File: src/rtl/floor_pkg.sv
// Shared floor/queue definitions for the elevator request path.
//   FLOOR_W     - bits per floor code
//   NUM_FLOORS  - number of served floors
//   QUEUE_DEPTH - default request queue depth
//   floor_t     - floor code type
package floor_pkg;

    localparam int unsigned FLOOR_W     = 2;
    localparam int unsigned NUM_FLOORS  = 4;
    localparam int unsigned QUEUE_DEPTH = 4;

    typedef logic [FLOOR_W-1:0] floor_t;

endpackage : floor_pkg

File: src/rtl/floor_queue_match.sv
// Duplicate-request detector (purely combinational).
//   entries - queue storage, entry 0 is the head
//   count   - number of valid entries
//   pop     - head is being removed this cycle, so it no longer counts
//   floor   - requested floor
//   hit     - request matches an entry that survives this cycle
module floor_queue_match #(
    parameter int unsigned DEPTH   = floor_pkg::QUEUE_DEPTH,
    parameter int unsigned FLOOR_W = floor_pkg::FLOOR_W,
    parameter int unsigned CNT_W   = $clog2(DEPTH + 1)
) (
    input  logic [DEPTH-1:0][FLOOR_W-1:0] entries,
    input  logic [CNT_W-1:0]              count,
    input  logic                          pop,
    input  logic [FLOOR_W-1:0]            floor,
    output logic                          hit
);

    always_comb begin
        hit = 1'b0;
        for (int i = 0; i < int'(DEPTH); i++) begin
            if ((CNT_W'(i) < count) && !(pop && (i == 0)) && (entries[i] == floor)) begin
                hit = 1'b1;
            end
        end
    end

endmodule : floor_queue_match

File: src/rtl/floor_request_queue.sv
// Elevator floor request queue: ordered target list with front/back insert,
// duplicate merge, and head pop when the car reaches the head floor.
//   clk, reset          - clock, synchronous active-high reset
//   floor_destiny_Input - requested floor, qualified by request_Valid
//   beginEndMemory_Flag - 1 = insert at front, 0 = insert at back
//   actualFloor         - current car floor
//   floorReached_Flag   - car stopped at actualFloor (pops a matching head)
//   pos0Mem             - head entry (0 when empty)
//   queueEmpty_Flag     - no entries
//   queueFull_Flag      - count == DEPTH
//   count               - number of stored entries
//   request_Accepted    - request stored or merged as duplicate
//   request_Dropped     - request rejected, queue full
module floor_request_queue #(
    parameter int unsigned DEPTH   = floor_pkg::QUEUE_DEPTH,
    parameter int unsigned FLOOR_W = floor_pkg::FLOOR_W
) (
    input  logic                           clk,
    input  logic                           reset,
    input  logic [FLOOR_W-1:0]             floor_destiny_Input,
    input  logic                           request_Valid,
    input  logic                           beginEndMemory_Flag,
    input  logic [FLOOR_W-1:0]             actualFloor,
    input  logic                           floorReached_Flag,
    output logic [FLOOR_W-1:0]             pos0Mem,
    output logic                           queueEmpty_Flag,
    output logic                           queueFull_Flag,
    output logic [$clog2(DEPTH+1)-1:0]     count,
    output logic                           request_Accepted,
    output logic                           request_Dropped
);

    localparam int unsigned CNT_W = $clog2(DEPTH + 1);

    logic [DEPTH-1:0][FLOOR_W-1:0] mem_q;
    logic [DEPTH-1:0][FLOOR_W-1:0] mem_p;
    logic [DEPTH-1:0][FLOOR_W-1:0] mem_n;
    logic [CNT_W-1:0]              cnt_p;
    logic [CNT_W-1:0]              cnt_n;
    logic                          pop_c;
    logic                          hit_c;
    logic                          acc_n;
    logic                          drop_n;

    assign pop_c = floorReached_Flag && (count != '0) && (actualFloor == mem_q[0]);

    floor_queue_match #(
        .DEPTH   (DEPTH),
        .FLOOR_W (FLOOR_W),
        .CNT_W   (CNT_W)
    ) u_match (
        .entries (mem_q),
        .count   (count),
        .pop     (pop_c),
        .floor   (floor_destiny_Input),
        .hit     (hit_c)
    );

    // Pop first, then apply any push to the post-pop contents.
    always_comb begin
        mem_p  = mem_q;
        cnt_p  = count;
        mem_n  = mem_q;
        cnt_n  = count;
        acc_n  = 1'b0;
        drop_n = 1'b0;

        if (pop_c) begin
            for (int i = 0; i < int'(DEPTH) - 1; i++) begin
                mem_p[i] = mem_q[i+1];
            end
            mem_p[DEPTH-1] = '0;
            cnt_p = count - CNT_W'(1);
        end

        mem_n = mem_p;
        cnt_n = cnt_p;

        if (request_Valid) begin
            if (hit_c) begin
                acc_n = 1'b1;
            end else if (cnt_p == CNT_W'(DEPTH)) begin
                drop_n = 1'b1;
            end else begin
                acc_n = 1'b1;
                cnt_n = cnt_p + CNT_W'(1);
                if (beginEndMemory_Flag) begin
                    for (int i = 1; i < int'(DEPTH); i++) begin
                        mem_n[i] = mem_p[i-1];
                    end
                    mem_n[0] = floor_destiny_Input;
                end else begin
                    for (int i = 0; i < int'(DEPTH); i++) begin
                        if (CNT_W'(i) == cnt_p) begin
                            mem_n[i] = floor_destiny_Input;
                        end
                    end
                end
            end
        end
    end

    // Storage and registered outputs, all taken from next-state values.
    always_ff @(posedge clk) begin
        if (reset) begin
            mem_q            <= '0;
            count            <= '0;
            pos0Mem          <= '0;
            queueEmpty_Flag  <= 1'b1;
            queueFull_Flag   <= 1'b0;
            request_Accepted <= 1'b0;
            request_Dropped  <= 1'b0;
        end else begin
            mem_q            <= mem_n;
            count            <= cnt_n;
            pos0Mem          <= (cnt_n != '0) ? mem_n[0] : '0;
            queueEmpty_Flag  <= (cnt_n == '0);
            queueFull_Flag   <= (cnt_n == CNT_W'(DEPTH));
            request_Accepted <= acc_n;
            request_Dropped  <= drop_n;
        end
    end

endmodule : floor_request_queue

File: config.mk
export PLATFORM = sky130hd
export DESIGN_NAME = floor_request_queue
export DESIGN_NICKNAME = d
export VERILOG_FILES = /design/src/rtl/floor_pkg.sv /design/src/rtl/floor_queue_match.sv /design/src/rtl/floor_request_queue.sv
export SDC_FILE = /design/constraint.sdc
export NUM_CORES = 1
export LEC_CHECK = 0
export BUFFER_PORTS_ARGS = -buffer_cell sky130_fd_sc_hd__buf_2
export CAP_MARGIN = 20
export CELL_PAD_IN_SITES_DETAIL_PLACEMENT = 1
export CELL_PAD_IN_SITES_GLOBAL_PLACEMENT = 1
export CORE_MARGIN = 2
export CORE_UTILIZATION = 42
export CTS_CLUSTER_SIZE = 12
export DETAILED_ROUTE_END_ITERATION = 8
export PLACE_DENSITY = 0.81
export SKIP_LAST_GASP = 1
export SYNTH_ARGS = -nofsm -noshare
export SYNTH_HDL_FRONTEND = slang
export SYNTH_SLANG_ARGS = --single-unit
export TNS_END_PERCENT = 30
File: constraint.sdc
create_clock -name clk -period 4.1 [get_ports clk]
set_clock_uncertainty 0.1 [all_clocks]
set_input_delay 0.205 -clock clk [delete_from_list [all_inputs] [get_ports clk]]
set_output_delay 0.205 -clock clk [all_outputs]
set_load 0.02 [all_outputs]
==> impl_metrics.env, run 1 <==
export IMPL_synth_ff_type="dfxtp_1"
export IMPL_clkPwrFrac_pct=8.7
export IMPL_ys_seq_area_share_pct=28.0
export IMPL_seqPwrFrac_pct=26.3
export IMPL_nets=168
export IMPL_outcome="finished, final reports clean"
export IMPL_yosysWarnings=0
export IMPL_total_power_mw=1.03
export IMPL_core_area_um2=2760
export IMPL_pin_count=18
export IMPL_gp_congestion=0.781
export IMPL_end_kind="flop"
export IMPL_placed_cell_area_um2=1310
export IMPL_drtIter0Drc=52
export IMPL_area_delta_synth_final_pct=9.46
export IMPL_irDropWorstVdd_mv=0.499
export IMPL_critPathKind="flop to flop"
export IMPL_p_int_uw=519
export IMPL_diodes=0
export IMPL_drv_cap=0
export IMPL_period_share_pct=86.2
export IMPL_io_buffer_count=17
export IMPL_r2r_start="count[0]$_SDFF_PP0_"
export IMPL_startpoint="count[0]$_SDFF_PP0_"
export IMPL_synth_area_per_cell_um2=8.89
export IMPL_rsz0062_at_grt="false"
export IMPL_setup_viol=0
export IMPL_drive_gt1_share_pct=25.3
export IMPL_critPathRequiredTime_ps=4150
export IMPL_max_freq_mhz=283
export IMPL_finalHoldViolCount=0
export IMPL_critPathMaxFanout=10
export IMPL_hold_start="request_Valid"
export IMPL_wire_per_inst_um=17.8
export IMPL_synthArstFlopShare_pct=0
export IMPL_netlist_instances=137
export IMPL_synth_edf_count=0
export IMPL_dieArea_um2=3350
export IMPL_cts_tree="built"
export IMPL_tightest_slew_ps=885
export IMPL_place_hpwl_mm=2.55
export IMPL_firstDrtPassIters=4
export IMPL_cp_start_kind="flop"
export IMPL_postCtsHoldBufs=0
export IMPL_netSwitchingFraction_pct=49.4
export IMPL_worstHoldPathType="input pin to flop"
export IMPL_cts_resized=0
export IMPL_numCtsBuffers=3
export IMPL_ys_ff_latch=17
export IMPL_clkSlewWorstSetupHoldPaths_ps=100
export IMPL_crit_arrival_ps=3580
export IMPL_power_switching_uw=508
export IMPL_post_route_cell_area_um2=1330
export IMPL_clockBufferDepth=2
export IMPL_cts_sinks=17
export IMPL_vias=1082
export IMPL_cts_htree_levels=1
export IMPL_setup_tns_final_ps=0
export IMPL_chipHeight_um=57.8
export IMPL_grt_usage_pct=21.2
export IMPL_die_w_um=57.8
export IMPL_post_route_drc_count=0
export IMPL_power_density_nw_per_um2=770
export IMPL_ant_nets=0
export IMPL_grt_max_degree=17
export IMPL_postCtsSetupBuffers=0
export IMPL_synth_area_um2=1220
export IMPL_antenna_found_initial=0
export IMPL_syn_nets=154
export IMPL_ys_types=39
export IMPL_insertion_delay_ps=280
export IMPL_start_util_pct=44.1
export IMPL_slew_violations=0
export IMPL_routed_wl_mm=3.22
export IMPL_num_rows=19
export IMPL_gr_total_overflow=0
export IMPL_vias_per_cell=5.98
export IMPL_cts_root_buf="clkbuf_4"
export IMPL_max_slew_margin_rel_pct=40.6
export IMPL_p_comb_share_pct=65.0
export IMPL_p_leak_nw=0.589
export IMPL_finalCriticalPeriod_ps=3530
export IMPL_grt_pass1_wl_mm=5.38
export IMPL_first_global_vias=1136
## routing by layer
| metal | share of wire, % | track usage (%) | wire, um | up-vias |
|---|---|---|---|---|
| li1 | - | - | - | 516 |
| met1 | 43 | 27.4 | 1380 | 537 |
| met2 | 52 | 37.0 | 1680 | 25 |
| met3 | 4.3 | 3.35 | 139 | 4 |
| met4 | 0.96 | 4.65 | 31 | 0 |
| met5 | 0 | 0 | 0 | - |
## cell families after synthesis
| family | after synthesis | synth area share (%) |
|---|---|---|
| AOI/OAI and AO/OA | 25 | 16.9 |
| xor gates and xnor gates | 13 | 9.35 |
| adders and majority gates | 8 | 8.22 |
| buffers and inverters | 17 | 6.06 |
| DFF | 17 | 28.0 |
| muxes | 10 | 9.04 |
| and+or+nand+nor | 47 | 22.5 |
## power groups by stage
| stage | Clock, mW | Sequential (mW) | Combinational (mW) |
|---|---|---|---|
| 3_5_place_dp | 0 | 0.275 | 0.665 |
| 2_1_floorplan | 0 | 0.297 | 0.494 |
| 4_1_cts | 0.0929 | 0.271 | 0.669 |
| 5_1_grt | 0.101 | 0.281 | 0.732 |
| 3_3_place_gp | 0 | 0.272 | 0.635 |
| 6_report | 0.0896 | 0.270 | 0.667 |
## critical path: stages (launching register included)
cell	delay (ps)
dfxtp_1	410
inv_1	110
ha_1	210
nor2b_2	170
or4b_2	740
mux2_4	370
ha_1	220
inv_1	140
o211a_1	380
mux2i_1	390
a311oi_1	160
## layout make-up
class                      count  area (um2)
clock inverter                 1        5.00
clock buffer                   3        22.5
multi-input combinational    103         803
tap                           31        38.8
timing repair buffer          18        92.6
inverter                       8        30.0
sequential                    17         340
fill                         350        1430
## cells in the final DEF (no fill, tap or decap), types with 2 or more instances in the layout
cell type,n
and3_2,5
a32o_1,2
nor2b_1,2
nand2_1,9
clkbuf_4,3
ha_1,8
dfxtp_1,17
a21oi_1,5
o21a_1,2
xor2_1,6
o311ai_0,2
mux2i_1,5
nor4_1,4
inv_1,8
mux2_2,4
a22o_1,2
a31oi_1,3
xnor2_1,7
nor2_1,7
buf_2,17
nor3_1,8
nand3_1,4
a311oi_1,3
## cells in the mapped netlist, drive strengths merged (2+ instances only)
cell type / instances / area [um2]
nor2b: 3 / 21.3
a311oi: 3 / 26.3
nand2: 9 / 33.8
ha: 8 / 100
mux2i: 5 / 50.1
o21a: 2 / 15.0
and3: 5 / 37.5
xnor2: 7 / 61.3
mux2: 5 / 60.1
a22o: 2 / 17.5
dfxtp: 17 / 340
buf: 3 / 21.3
nand3: 4 / 20.0
clkbuf: 6 / 22.5
or3: 2 / 13.8
a21oi: 5 / 25.0
nor4: 4 / 25.0
a31oi: 3 / 18.8
a32o: 2 / 20.0
nor3: 8 / 40.0
inv: 8 / 30.0
xor2: 6 / 52.6
o311ai: 2 / 17.5
nor2: 7 / 26.3
## flip-flops by register name (all words and copies together) (netlist names)
register	cells
queueFull_Flag	1
mem_q	8
queueEmpty_Flag	1
count	3
request_Accepted	1
request_Dropped	1
pos0Mem	2
## per-stage QoR
| step | instances | worst slack (ps) | utilization, % | hold slack, ps |
|---|---|---|---|---|
| 2_1_floorplan | 137 | 861 | - | 239 |
| 3_5_place_dp | 177 | 601 | 47.3 | 391 |
| 6_report | 181 | 567 | 48.3 | 78.8 |
| 3_3_place_gp | 177 | 802 | 47.3 | 357 |
| 4_1_cts | 181 | 560 | 48.3 | 79.7 |
| 5_1_grt | 181 | 376 | 48.3 | 81.3 |
## path summary, 6_finish.rpt
path                                               endpoint  slack (ps)  depth (start not counted)
worst min-delay path            request_Accepted$_SDFF_PP0_          80                          3
worst max register to register        pos0Mem[1]$_SDFF_PP0_         570                         10
worst max-delay path                  pos0Mem[1]$_SDFF_PP0_         570                         10
worst min register to register          mem_q[7]$_SDFF_PP0_         460                          2
No activity file was read; power rests on OpenSTA's default activity.
==> run 2, diff against run 1 <==
- CORE_ASPECT_RATIO: default -> 1.75
==> impl_metrics.env, run 2 (same netlist as run 1, synthesis figures left out) <==
export IMPL_outcome="finished, final reports clean"
export IMPL_crit_arrival_ps=3610
export IMPL_top_regs="mem_q x8, count x3, pos0Mem x2"
export IMPL_post_route_drc_count=0
export IMPL_area_delta_synth_final_pct=10.5
export IMPL_cp_num_buf_inv=2
export IMPL_final_cell_mix="dfxtp_1 (17), buf_2 (17), nand2_1 (9)"
export IMPL_end_kind="flop"
export IMPL_critPathMaxFanout=10
export IMPL_slew_violations=0
export IMPL_gp_congestion=0.873
export IMPL_cts_tree="built"
export IMPL_critPathTopFamily="simple AND/OR/NAND/NOR gates"
export IMPL_cts_sinks=17
export IMPL_timing_critical_path_cells="inv_1 > ha_1 > nor2b_2 > or4b_2 > mux2_4 > ha_1 > inv_1 > o211a_1 > mux2i_1 > and3_2"
export IMPL_rsz0062_at_grt="false"
export IMPL_clkPwrFrac_pct=11.7
export IMPL_vias=1090
export IMPL_power_switching_uw=514
export IMPL_routed_wl_mm=3.21
export IMPL_min_path_cells=3
export IMPL_seqPwrFrac_pct=25.6
export IMPL_finalHoldViolCount=0
export IMPL_p_comb_share_pct=62.7
export IMPL_tightest_slew_ps=934
export IMPL_firstDrtPassIters=4
export IMPL_io_buffer_count=17
export IMPL_crit_slowest_cell="or4b_2"
export IMPL_first_global_vias=1124
export IMPL_antenna_found_initial=0
export IMPL_reg2reg_depth=10
export IMPL_setup_viol=0
export IMPL_drv_cap=0
export IMPL_grt_pass1_wl_mm=5.29
export IMPL_min_to="request_Accepted$_SDFF_PP0_"
export IMPL_diodes=0
export IMPL_max_slew_margin_rel_pct=37.3
export IMPL_netSwitchingFraction_pct=48.2
export IMPL_grt_usage_pct=21.8
export IMPL_placed_cell_area_um2=1300
export IMPL_irDropWorstVdd_mv=0.315
export IMPL_dieArea_um2=3360
export IMPL_wire_per_inst_um=18.1
export IMPL_numCtsBuffers=3
export IMPL_r2r_start="count[0]$_SDFF_PP0_"
export IMPL_critPathRequiredTime_ps=4190
export IMPL_core_area_um2=2720
export IMPL_nets=168
export IMPL_timing_rr_end="queueEmpty_Flag$_SDFF_PP1_"
export IMPL_worst_path_stages=10
export IMPL_max_freq_mhz=285
export IMPL_drive_gt1_share_pct=24.7
export IMPL_postCtsHoldBufs=0
export IMPL_start_util_pct=44.7
export IMPL_cts_htree_levels=1
export IMPL_slowest_delay_ps=740
export IMPL_clkSlewWorstSetupHoldPaths_ps=70
export IMPL_chipHeight_um=75.2
export IMPL_setup_tns_final_ps=0
export IMPL_hold_start="request_Valid"
export IMPL_gr_total_overflow=0
export IMPL_p_leak_nw=0.594
export IMPL_postCtsSetupBuffers=0
export IMPL_total_power_mw=1.07
export IMPL_power_density_nw_per_um2=793
export IMPL_critPathKind="flop to flop"
export IMPL_largest_reg_flops=8
export IMPL_post_route_cell_area_um2=1350
export IMPL_clockBufferDepth=2
export IMPL_cts_root_buf="clkbuf_8"
export IMPL_period_share_pct=85.7
export IMPL_worstHoldPathType="input pin to flop"
export IMPL_postLayoutCoreUtil_pct=49.4
export IMPL_cts_resized=0
export IMPL_num_rows=25
export IMPL_pin_count=18
export IMPL_drtIter0Drc=33
export IMPL_die_w_um=44.7
export IMPL_grt_max_degree=17
export IMPL_insertion_delay_ps=250
export IMPL_largest_register="mem_q"
export IMPL_vias_per_cell=6.16
export IMPL_rrSetupSlack_ps=590
export IMPL_ant_nets=0
export IMPL_place_hpwl_mm=2.53
export IMPL_p_int_uw=552
export IMPL_finalCriticalPeriod_ps=3510
export IMPL_cp_start_kind="flop"
run 2: cell types whose count changed in the layout (fill, tap and decap cells not counted), sizes merged:
cell    previous run  this run
clkbuf             3         4
clkinv             1         0
run 2: layer usage:
metal / track usage (%) / part of all wire [%] / vias to the layer above
met5: 0 / 0 / -
met4: 11.4 / 3.1 / 0
met3: 2.64 / 3.3 / 8
met2: 40.3 / 56 / 32
met1: 23.1 / 38 / 531
li1: - / - / 519
run 2: per-stage QoR:
| stage | setup slack, ps | hold slack, ps | cells |
|---|---|---|---|
| 2_1_floorplan | 861 | 239 | 137 |
| 3_3_place_gp | 774 | 368 | 173 |
| 3_5_place_dp | 654 | 396 | 173 |
| 4_1_cts | 606 | 127 | 177 |
| 5_1_grt | 411 | 125 | 177 |
| 6_report | 587 | 124 | 177 |
run 2: worst max-delay path by stage:
stage	start	endpoint	slack (ps)
CTS	count[0]$_SDFF_PP0_	queueEmpty_Flag$_SDFF_PP1_	610
global placement	count[0]$_SDFF_PP0_	queueEmpty_Flag$_SDFF_PP1_	770
detailed placement	count[0]$_SDFF_PP0_	pos0Mem[1]$_SDFF_PP0_	650
finish	count[0]$_SDFF_PP0_	queueEmpty_Flag$_SDFF_PP1_	590
global route	count[0]$_SDFF_PP0_	pos0Mem[1]$_SDFF_PP0_	410
floorplan	count[0]$_SDFF_PP0_	queueEmpty_Flag$_SDFF_PP1_	860
run 2: final cells by class:
| class | instances | area, um2 |
|---|---|---|
| Multi-Input combinational cell | 103 | 803 |
| Clock buffer | 4 | 45.0 |
| Tap cell | 27 | 33.8 |
| Sequential cell | 17 | 340 |
| Fill cell | 341 | 1380 |
| Timing Repair Buffer | 18 | 92.6 |
| Inverter | 8 | 30.0 |
run 2: worst min-delay path, delay by kind of cell:
family	cells	cell delay, ps
AND/OR/NAND/NOR	1	70
AO/OA/AOI/OAI	1	50
buffers and inverters	1	110
run 2: power by group through the flow:
stage	Sequential (mW)	Combinational [mW]	Clock (mW)
2_1_floorplan	0.297	0.494	0
3_3_place_gp	0.274	0.638	0
3_5_place_dp	0.278	0.659	0
4_1_cts	0.274	0.669	0.128
5_1_grt	0.281	0.740	0.135
6_report	0.273	0.669	0.125
